## config.mk

```make
export PLATFORM = sky130hd
export DESIGN_NAME = mem_arbiter_nch_flat
export DESIGN_NICKNAME = d
export VERILOG_FILES = /design/src/rtl/mem_arbiter_nch_if.sv /design/src/rtl/mem_arbiter_nch.sv /design/src/flat_wrapper.sv
export SDC_FILE = /design/constraint.sdc
export NUM_CORES = 1
export LEC_CHECK = 0
export ABC_AREA = 1
export BUFFER_PORTS_ARGS = -buffer_cell sky130_fd_sc_hd__clkbuf_2
export CORE_UTILIZATION = 45
export DETAILED_ROUTE_END_ITERATION = 8
export PLACE_DENSITY = 0.73
export SYNTH_ARGS = -nofsm -noshare
export SYNTH_HDL_FRONTEND = slang
export SYNTH_SLANG_ARGS = --single-unit
```

## constraint.sdc

```tcl
create_clock -name clk -period 3.2 [get_ports clk]
set_input_delay 0.32 -clock clk [delete_from_list [all_inputs] [get_ports clk]]
set_output_delay 0.32 -clock clk [all_outputs]
set_load 0.1 [all_outputs]
```

## src/rtl/mem_arbiter_nch_if.sv

```systemverilog
// Requester channels plus the 8-bit serial RAM/IO bus of the N-channel memory arbiter.
// The slave modport is the arbiter; the master modport is the requester/memory side.
interface mem_arbiter_nch_if #(
   parameter int NCH    = 3,
   parameter int ADDR_W = 32
);
   logic                   rdy;
   logic                   io_buffer_full;
   logic                   flush;
   logic [7:0]             mem_din;
   logic [7:0]             mem_dout;
   logic [ADDR_W-1:0]      mem_a;
   logic                   mem_wr;
   logic [NCH-1:0]         req_valid;
   logic [NCH-1:0]         req_write;
   logic [2*NCH-1:0]       req_size;
   logic [NCH-1:0]         req_signed;
   logic [NCH-1:0]         req_cancel;
   logic [ADDR_W*NCH-1:0]  req_addr;
   logic [32*NCH-1:0]      req_wdata;
   logic [NCH-1:0]         resp_done;
   logic [31:0]            resp_data;
   logic                   busy;

   modport slave (
      input  rdy, io_buffer_full, flush, mem_din,
      input  req_valid, req_write, req_size, req_signed, req_cancel, req_addr, req_wdata,
      output mem_dout, mem_a, mem_wr, resp_done, resp_data, busy
   );

   modport master (
      output rdy, io_buffer_full, flush, mem_din,
      output req_valid, req_write, req_size, req_signed, req_cancel, req_addr, req_wdata,
      input  mem_dout, mem_a, mem_wr, resp_done, resp_data, busy
   );
endinterface

```

## src/rtl/mem_arbiter_nch.sv

```systemverilog
// NCH-channel arbiter serialising 1/2/4-byte accesses onto an 8-bit bus; store done at n+1, load done at n+2.
// rdy low freezes everything; IO stores wait while the UART buffer is full; flush kills cancelable transfers.
module mem_arbiter_nch #(
   parameter int NCH    = 3,
   parameter int ADDR_W = 32,
   parameter int RR     = 1
) (
   input  logic             clk,
   input  logic             rst,
   mem_arbiter_nch_if.slave bus
);
   localparam int CW = (NCH > 1) ? $clog2(NCH) : 1;

   typedef enum logic [1:0] {IDLE, XFER, IO_WAIT} state_t;

   state_t            state_q, state_d;
   logic [CW-1:0]     ptr_q, ptr_d, ch_q, ch_d;
   logic              wr_q, wr_d, sgn_q, sgn_d, cancel_q, cancel_d;
   logic [2:0]        n_q, n_d, k_q, k_d;
   logic [ADDR_W-1:0] addr_q, addr_d;
   logic [31:0]       wdata_q, wdata_d, ld_q, ld_d;
   logic [ADDR_W-1:0] mem_a_q, mem_a_d;
   logic [7:0]        dout_q, dout_d;
   logic              mem_wr_q, mem_wr_d;
   logic [NCH-1:0]    done_q, done_d, pdone_q;
   logic [31:0]       rdata_q, rdata_d;

   logic [NCH-1:0]    elig;
   logic [CW-1:0]     cand, win;
   logic              win_vld;
   logic [2:0]        nxt;
   logic [1:0]        lb, sb;
   logic [ADDR_W-1:0] g_addr;
   logic [31:0]       g_wdata;
   logic              g_wr;

   function automatic logic [2:0] nbytes(input logic [1:0] s);
      case (s)
         2'd0:    nbytes = 3'd1;
         2'd1:    nbytes = 3'd2;
         default: nbytes = 3'd4;
      endcase
   endfunction

   function automatic logic [31:0] extend(input logic [31:0] v, input logic [2:0] n, input logic s);
      case (n)
         3'd1:    extend = {{24{s & v[7]}}, v[7:0]};
         3'd2:    extend = {{16{s & v[15]}}, v[15:0]};
         default: extend = v;
      endcase
   endfunction

   // A channel finishing this cycle or last cycle still shows req_valid; skip it.
   assign elig = bus.req_valid & ~done_q & ~pdone_q & ~(bus.req_cancel & {NCH{bus.flush}});

   always_comb begin
      win_vld = 1'b0;
      win     = '0;
      cand    = '0;
      for (int i = 1; i <= NCH; i++) begin
         if (RR != 0) cand = CW'((int'(ptr_q) + i) % NCH);
         else         cand = CW'(i - 1);
         if (!win_vld && elig[cand]) begin
            win_vld = 1'b1;
            win     = cand;
         end
      end
   end

   assign g_addr  = bus.req_addr[win*ADDR_W +: ADDR_W];
   assign g_wdata = bus.req_wdata[win*32 +: 32];
   assign g_wr    = bus.req_write[win];

   always_comb begin
      state_d  = state_q;
      ptr_d    = ptr_q;
      ch_d     = ch_q;
      wr_d     = wr_q;
      sgn_d    = sgn_q;
      cancel_d = cancel_q;
      n_d      = n_q;
      k_d      = k_q;
      addr_d   = addr_q;
      wdata_d  = wdata_q;
      ld_d     = ld_q;
      mem_a_d  = '0;
      dout_d   = dout_q;
      mem_wr_d = 1'b0;
      done_d   = '0;
      rdata_d  = rdata_q;
      nxt      = k_q + 3'd1;
      lb       = 2'(k_q - 3'd1);
      sb       = nxt[1:0];
      case (state_q)
         IDLE: begin
            if (win_vld) begin
               ch_d     = win;
               if (RR != 0) ptr_d = win;
               wr_d     = g_wr;
               sgn_d    = bus.req_signed[win];
               cancel_d = bus.req_cancel[win];
               n_d      = nbytes(bus.req_size[win*2 +: 2]);
               k_d      = 3'd0;
               addr_d   = g_addr;
               wdata_d  = g_wdata;
               ld_d     = '0;
               if (g_wr && g_addr[17:16] == 2'b11 && bus.io_buffer_full) begin
                  state_d = IO_WAIT;
               end else begin
                  state_d  = XFER;
                  mem_a_d  = g_addr;
                  mem_wr_d = g_wr;
                  dout_d   = g_wdata[7:0];
               end
            end
         end
         IO_WAIT: begin
            if (!bus.io_buffer_full) begin
               state_d  = XFER;
               mem_a_d  = addr_q;
               mem_wr_d = 1'b1;
               dout_d   = wdata_q[7:0];
            end
         end
         XFER: begin
            if (bus.flush && cancel_q) begin
               state_d = IDLE;
            end else if (wr_q) begin
               if (nxt < n_q) begin
                  k_d      = nxt;
                  mem_a_d  = addr_q + ADDR_W'(nxt);
                  mem_wr_d = 1'b1;
                  dout_d   = wdata_q[{sb, 3'b000} +: 8];
               end else begin
                  done_d[ch_q] = 1'b1;
                  state_d      = IDLE;
               end
            end else begin
               // Load bytes return one cycle behind their address.
               if (k_q != 3'd0) ld_d[{lb, 3'b000} +: 8] = bus.mem_din;
               if (nxt < n_q) mem_a_d = addr_q + ADDR_W'(nxt);
               k_d = nxt;
               if (k_q == n_q) begin
                  done_d[ch_q] = 1'b1;
                  rdata_d      = extend(ld_d, n_q, sgn_q);
                  state_d      = IDLE;
               end
            end
         end
         default: state_d = IDLE;
      endcase
   end

   always_ff @(posedge clk) begin
      if (rst) begin
         state_q  <= IDLE;
         ptr_q    <= CW'(NCH - 1);
         ch_q     <= '0;
         wr_q     <= 1'b0;
         sgn_q    <= 1'b0;
         cancel_q <= 1'b0;
         n_q      <= 3'd0;
         k_q      <= 3'd0;
         addr_q   <= '0;
         wdata_q  <= '0;
         ld_q     <= '0;
         mem_a_q  <= '0;
         dout_q   <= '0;
         mem_wr_q <= 1'b0;
         done_q   <= '0;
         pdone_q  <= '0;
         rdata_q  <= '0;
      end else if (bus.rdy) begin
         state_q  <= state_d;
         ptr_q    <= ptr_d;
         ch_q     <= ch_d;
         wr_q     <= wr_d;
         sgn_q    <= sgn_d;
         cancel_q <= cancel_d;
         n_q      <= n_d;
         k_q      <= k_d;
         addr_q   <= addr_d;
         wdata_q  <= wdata_d;
         ld_q     <= ld_d;
         mem_a_q  <= mem_a_d;
         dout_q   <= dout_d;
         mem_wr_q <= mem_wr_d;
         done_q   <= done_d;
         pdone_q  <= done_q;
         rdata_q  <= rdata_d;
      end
   end

   assign bus.mem_a     = mem_a_q;
   assign bus.mem_dout  = dout_q;
   assign bus.mem_wr    = mem_wr_q & bus.rdy;
   assign bus.resp_done = done_q;
   assign bus.resp_data = rdata_q;
   assign bus.busy      = (state_q != IDLE);
endmodule

```

## src/flat_wrapper.sv

```systemverilog
// flat-port wrapper written by rule: the top's interface ports become plain ports
module mem_arbiter_nch_flat 
#(
   parameter int NCH    = 3,
   parameter int ADDR_W = 32,
   parameter int RR     = 1
)
  (clk, rst, bus_rdy, bus_io_buffer_full, bus_flush, bus_mem_din, bus_req_valid, bus_req_write, bus_req_size, bus_req_signed, bus_req_cancel, bus_req_addr, bus_req_wdata, bus_mem_dout, bus_mem_a, bus_mem_wr, bus_resp_done, bus_resp_data, bus_busy);
  mem_arbiter_nch_if #(.NCH(NCH), .ADDR_W(ADDR_W)) bus_i ();
  input  logic clk;
  input  logic rst;
  input wire logic [$bits(bus_i.rdy)-1:0] bus_rdy;
  input wire logic [$bits(bus_i.io_buffer_full)-1:0] bus_io_buffer_full;
  input wire logic [$bits(bus_i.flush)-1:0] bus_flush;
  input wire logic [$bits(bus_i.mem_din)-1:0] bus_mem_din;
  input wire logic [$bits(bus_i.req_valid)-1:0] bus_req_valid;
  input wire logic [$bits(bus_i.req_write)-1:0] bus_req_write;
  input wire logic [$bits(bus_i.req_size)-1:0] bus_req_size;
  input wire logic [$bits(bus_i.req_signed)-1:0] bus_req_signed;
  input wire logic [$bits(bus_i.req_cancel)-1:0] bus_req_cancel;
  input wire logic [$bits(bus_i.req_addr)-1:0] bus_req_addr;
  input wire logic [$bits(bus_i.req_wdata)-1:0] bus_req_wdata;
  output wire logic [$bits(bus_i.mem_dout)-1:0] bus_mem_dout;
  output wire logic [$bits(bus_i.mem_a)-1:0] bus_mem_a;
  output wire logic [$bits(bus_i.mem_wr)-1:0] bus_mem_wr;
  output wire logic [$bits(bus_i.resp_done)-1:0] bus_resp_done;
  output wire logic [$bits(bus_i.resp_data)-1:0] bus_resp_data;
  output wire logic [$bits(bus_i.busy)-1:0] bus_busy;
  assign bus_i.rdy = bus_rdy;
  assign bus_i.io_buffer_full = bus_io_buffer_full;
  assign bus_i.flush = bus_flush;
  assign bus_i.mem_din = bus_mem_din;
  assign bus_i.req_valid = bus_req_valid;
  assign bus_i.req_write = bus_req_write;
  assign bus_i.req_size = bus_req_size;
  assign bus_i.req_signed = bus_req_signed;
  assign bus_i.req_cancel = bus_req_cancel;
  assign bus_i.req_addr = bus_req_addr;
  assign bus_i.req_wdata = bus_req_wdata;
  assign bus_mem_dout = bus_i.mem_dout;
  assign bus_mem_a = bus_i.mem_a;
  assign bus_mem_wr = bus_i.mem_wr;
  assign bus_resp_done = bus_i.resp_done;
  assign bus_resp_data = bus_i.resp_data;
  assign bus_busy = bus_i.busy;
  mem_arbiter_nch #(.NCH(NCH), .ADDR_W(ADDR_W), .RR(RR)) u_core (.clk(clk), .rst(rst), .bus(bus_i));
endmodule
```

==> flow_summary.toml <==
[synth]
synthTopCellsByArea = "dfxtp_1 33%, nand2_1 13%, nand3_1 6.9%, a21oi_1 6.6%, o21ai_0 5.8%"
synth_nets = 1965
synth_edf_count = 0
synthCells = 1723
ys_top_cells_by_count = "384 x nand2_1, 189 x dfxtp_1, 166 x inv_1, 155 x nand3_1, 150 x a21oi_1"
synth_seq_cells = 189
synth_cell_types = 45
synth.most_common_cell = "nand2_1"
avgSynthCellArea_um2 = 6.56
synth_top_area_share_pct = 33.5
netlist_area_um2 = 11300
ys.warnings.count = 0
yosys.area.top_type = "dfxtp_1"
async_flop_share_pct = 0
synth-main-ff-cell = "dfxtp_1"
seq_area_frac_synth_pct = 33.5

[min_path]
min_path_type = "primary input to flop"
min_from = "bus_req_wdata[94]"
min_path_cells = 3
worst_hold_path.endpoint = "u_core.wdata_q[30]$_SDFFE_PP0P_"

[layout]
antenna_cells = 0
nets = 2219
finalInstanceArea_um2 = 13800
fillers = 2434
syn2layout_area_growth_pct = 21.9
final_util_pct = 56.3
drive_gt1_share_pct = 21.9

[sta]
timing.final.crit_share_pct = 92.1
fmaxAchievable_mhz = 339
final-setup-viol-count = 0
hold_ws_ns = 0.118
grt_setup_unrepaired = "yes"
min_period_ns = 2.95
drv_slew = 0
clock_skew_ns = 0.0116
finalHoldViolations = 0
worstMarginPinSlew_ns = 1.04
relSlewSlack_pct = 30.6

[power]
p_per_area_nw_per_um2 = 1200
switching_share_pct = 56.3
ir_drop_v = 0.000872
pwr-share-seq_pct = 22.5
internal_power_uw = 7220
switching_power_uw = 9300
pwr-share-comb_pct = 64.5
leakage_uw = 0.00625
clkPwrFrac_pct = 13.0

[die]
die_w_um = 160
initial_core_util_pct = 46.2
die_h_um = 160
core-area_um2 = 24500
die_area_um2 = 25700
ioPinCount = 300
rows = 57

[detailed_routing]
vias = 12640
wl_per_cell_um = 16.1
drtIter0Drc = 969
drt_first_pass_iters = 5
ant_nets = 0
vias_per_cell = 5.46
route.detailed.drc = 0
wl_um = 37200

[run]
drv_cap = 0

[grt]
grt_max_degree = 90
antenna_found_initial = 0
busiest_layer = "met2"
grt_pass1_wl_um = 60100
grt_pass1_vias = 11996
use_met3_pct = 4.88
grt_usage_pct = 28.9
grt_use_met1_pct = 35.5
use_met2_pct = 49.5
overflow = 0

[setup_path]
crit_chain = "ha_1 > xor2_2 > ha_4 > nand2_1 > o21ai_0 > nand3_1 > nor2_1 > inv_1 > nor4_1 > or2_2 > nand3_1 > nand2_1 > inv_1 > nand2_1 > nand2_1 > a21oi_1"
startpoint_type = "flop"
r2r-start = "u_core.k_q[0]$_SDFFE_PP0P_"
cp_slowest_cell = "o21ai_0"
cp.arrival_ns = 3.34
r2r_cells = 16
ff2ff_setup_slack_ns = 0.25
timing.rr.end = "u_core.bus.mem_a[29]$_SDFFE_PP0P_"
worst_ep_required_time_ns = 3.59
cp-end-kind = "flop"
path_buf_inv = 2
max_stage_delay_ns = 0.42
crit_top_cell = "nand2_1"
critPathTopFamily = "simple AND/OR/NAND/NOR gates"
path_class = "flop to flop"
critPathMaxFanout = 8

[placement]
post_dp_cell_area_um2 = 13100
dp_hpwl_um = 27500
port_buffers = 299
place_congestion = 0.952

[clocking]
h-tree-depth = 4
clk_latency_ns = 0.45
cts_tree = "yes"
cts_sinks = 189
clk_pin_slew_ns = 0.08
cts_max_path_buffers = 2
cts_root_buffer = "clkbuf_16"
ctsHoldBuffers = 0
cts_buffers = 17

[outcome]
status = "complete, no violations"
## placed cells by master (no fill, tap or decap), types with 17 or more instances in the layout
cell,instances
nor2_1,134
nand2_1,384
nand4_1,18
o22ai_1,19
inv_1,163
o21ai_0,132
clkbuf_16,17
buf_4,39
nor3_1,18
dfxtp_1,188
a21oi_1,149
o211ai_1,36
clkbuf_2,298
a211oi_1,32
nand3_1,154
o21a_1,26
## through the flow
step           total power, uW  setup WS (ns)  cells  TNS (ns)
6_report                 16500          0.252   2314         0
5_1_grt                  17800        -0.0304   2314   -0.0784
4_1_cts                  16300          0.133   2313         0
3_5_place_dp             14100          0.145   2281         0
3_3_place_gp             14000          0.240   2281         0
2_1_floorplan            11500          0.195   1723         0
## power by group through the flow
| stage | clock network [uW] | logic [uW] | registers, uW |
|---|---|---|---|
| floorplan | 0 | 6070 | 5480 |
| global placement | 0 | 10300 | 3710 |
| detailed placement | 0 | 10400 | 3730 |
| CTS | 2180 | 10400 | 3680 |
| global route | 2280 | 11700 | 3780 |
| finish | 2150 | 10700 | 3710 |
## cell type report
class | count | area [um^2] | area share (%)
Clock inverter | 14 | 156 | 1.14
Multi-Input combinational cell | 1253 | 6460 | 46.9
Timing Repair Buffer | 342 | 1870 | 13.6
Sequential cell | 189 | 3780 | 27.5
Inverter | 174 | 657 | 4.77
Tap cell | 324 | 405 | 2.94
Clock buffer | 18 | 429 | 3.12
## how the worst max path moves through the flow
| stage | start | endpoint | slack, ns | depth (start not counted) |
|---|---|---|---|---|
| 2_1_floorplan | u_core.k_q[0]$_SDFFE_PP0P_ | u_core.bus.mem_a[24]$_SDFFE_PP0P_ | 0.20 | 20 |
| 5_1_grt | u_core.k_q[0]$_SDFFE_PP0P_ | u_core.bus.mem_a[28]$_SDFFE_PP0P_ | -0.03 | 21 |
| 3_3_place_gp | u_core.k_q[0]$_SDFFE_PP0P_ | u_core.bus.mem_a[25]$_SDFFE_PP0P_ | 0.24 | 15 |
| 4_1_cts | u_core.k_q[0]$_SDFFE_PP0P_ | u_core.bus.mem_a[28]$_SDFFE_PP0P_ | 0.13 | 20 |
| 6_report | u_core.k_q[0]$_SDFFE_PP0P_ | u_core.bus.mem_a[29]$_SDFFE_PP0P_ | 0.25 | 16 |
| 3_5_place_dp | u_core.k_q[0]$_SDFFE_PP0P_ | u_core.bus.mem_a[28]$_SDFFE_PP0P_ | 0.14 | 20 |
## routing by layer
layer / vias to the layer above / wire, um
met5: - / 0
met4: 0 / 1400
met3: 70 / 2320
met2: 502 / 17800
met1: 5751 / 15700
li1: 6317 / -
## kinds of logic after synthesis
family | count (synthesis) | synth area share, %
adders and majority gates | 19 | 2.17
AOI/OAI and AO/OA | 460 | 23.8
xor gates and xnor gates | 10 | 0.775
and+or+nand+nor | 763 | 29.8
DFF | 189 | 33.5
buffers and inverters | 282 | 10.0
## registers in the layout, summed over array words and instances (netlist names), 2 cells and up
signal / flops
u_core.bus.mem_dout: 8
u_core.k_q: 3
u_core.addr_q: 32
u_core.bus.resp_data: 32
u_core.ch_q: 2
u_core.bus.resp_done: 3
u_core.ld_q: 32
u_core.pdone_q: 3
u_core.state_q: 2
u_core.n_q: 3
u_core.bus.mem_a: 32
u_core.wdata_q: 32
## worst register-to-register path: cells and delay by family (launching register included)
family                   cells  cell delay, ns
flip-flops                   1            0.37
AND/OR/NAND/NOR              9            1.12
buffers and inverters        2            0.10
AO/OA/AOI/OAI                2            0.54
adder cells (fa/ha/maj)      2            0.56
XOR/XNOR                     1            0.19
## timing repair
item                       4_1_cts  5_1_grt
setup buffers                    0        0
setup endpoints to repair        0       57
gates resized for setup          0       23
No activity file was read; power rests on OpenSTA's default activity.
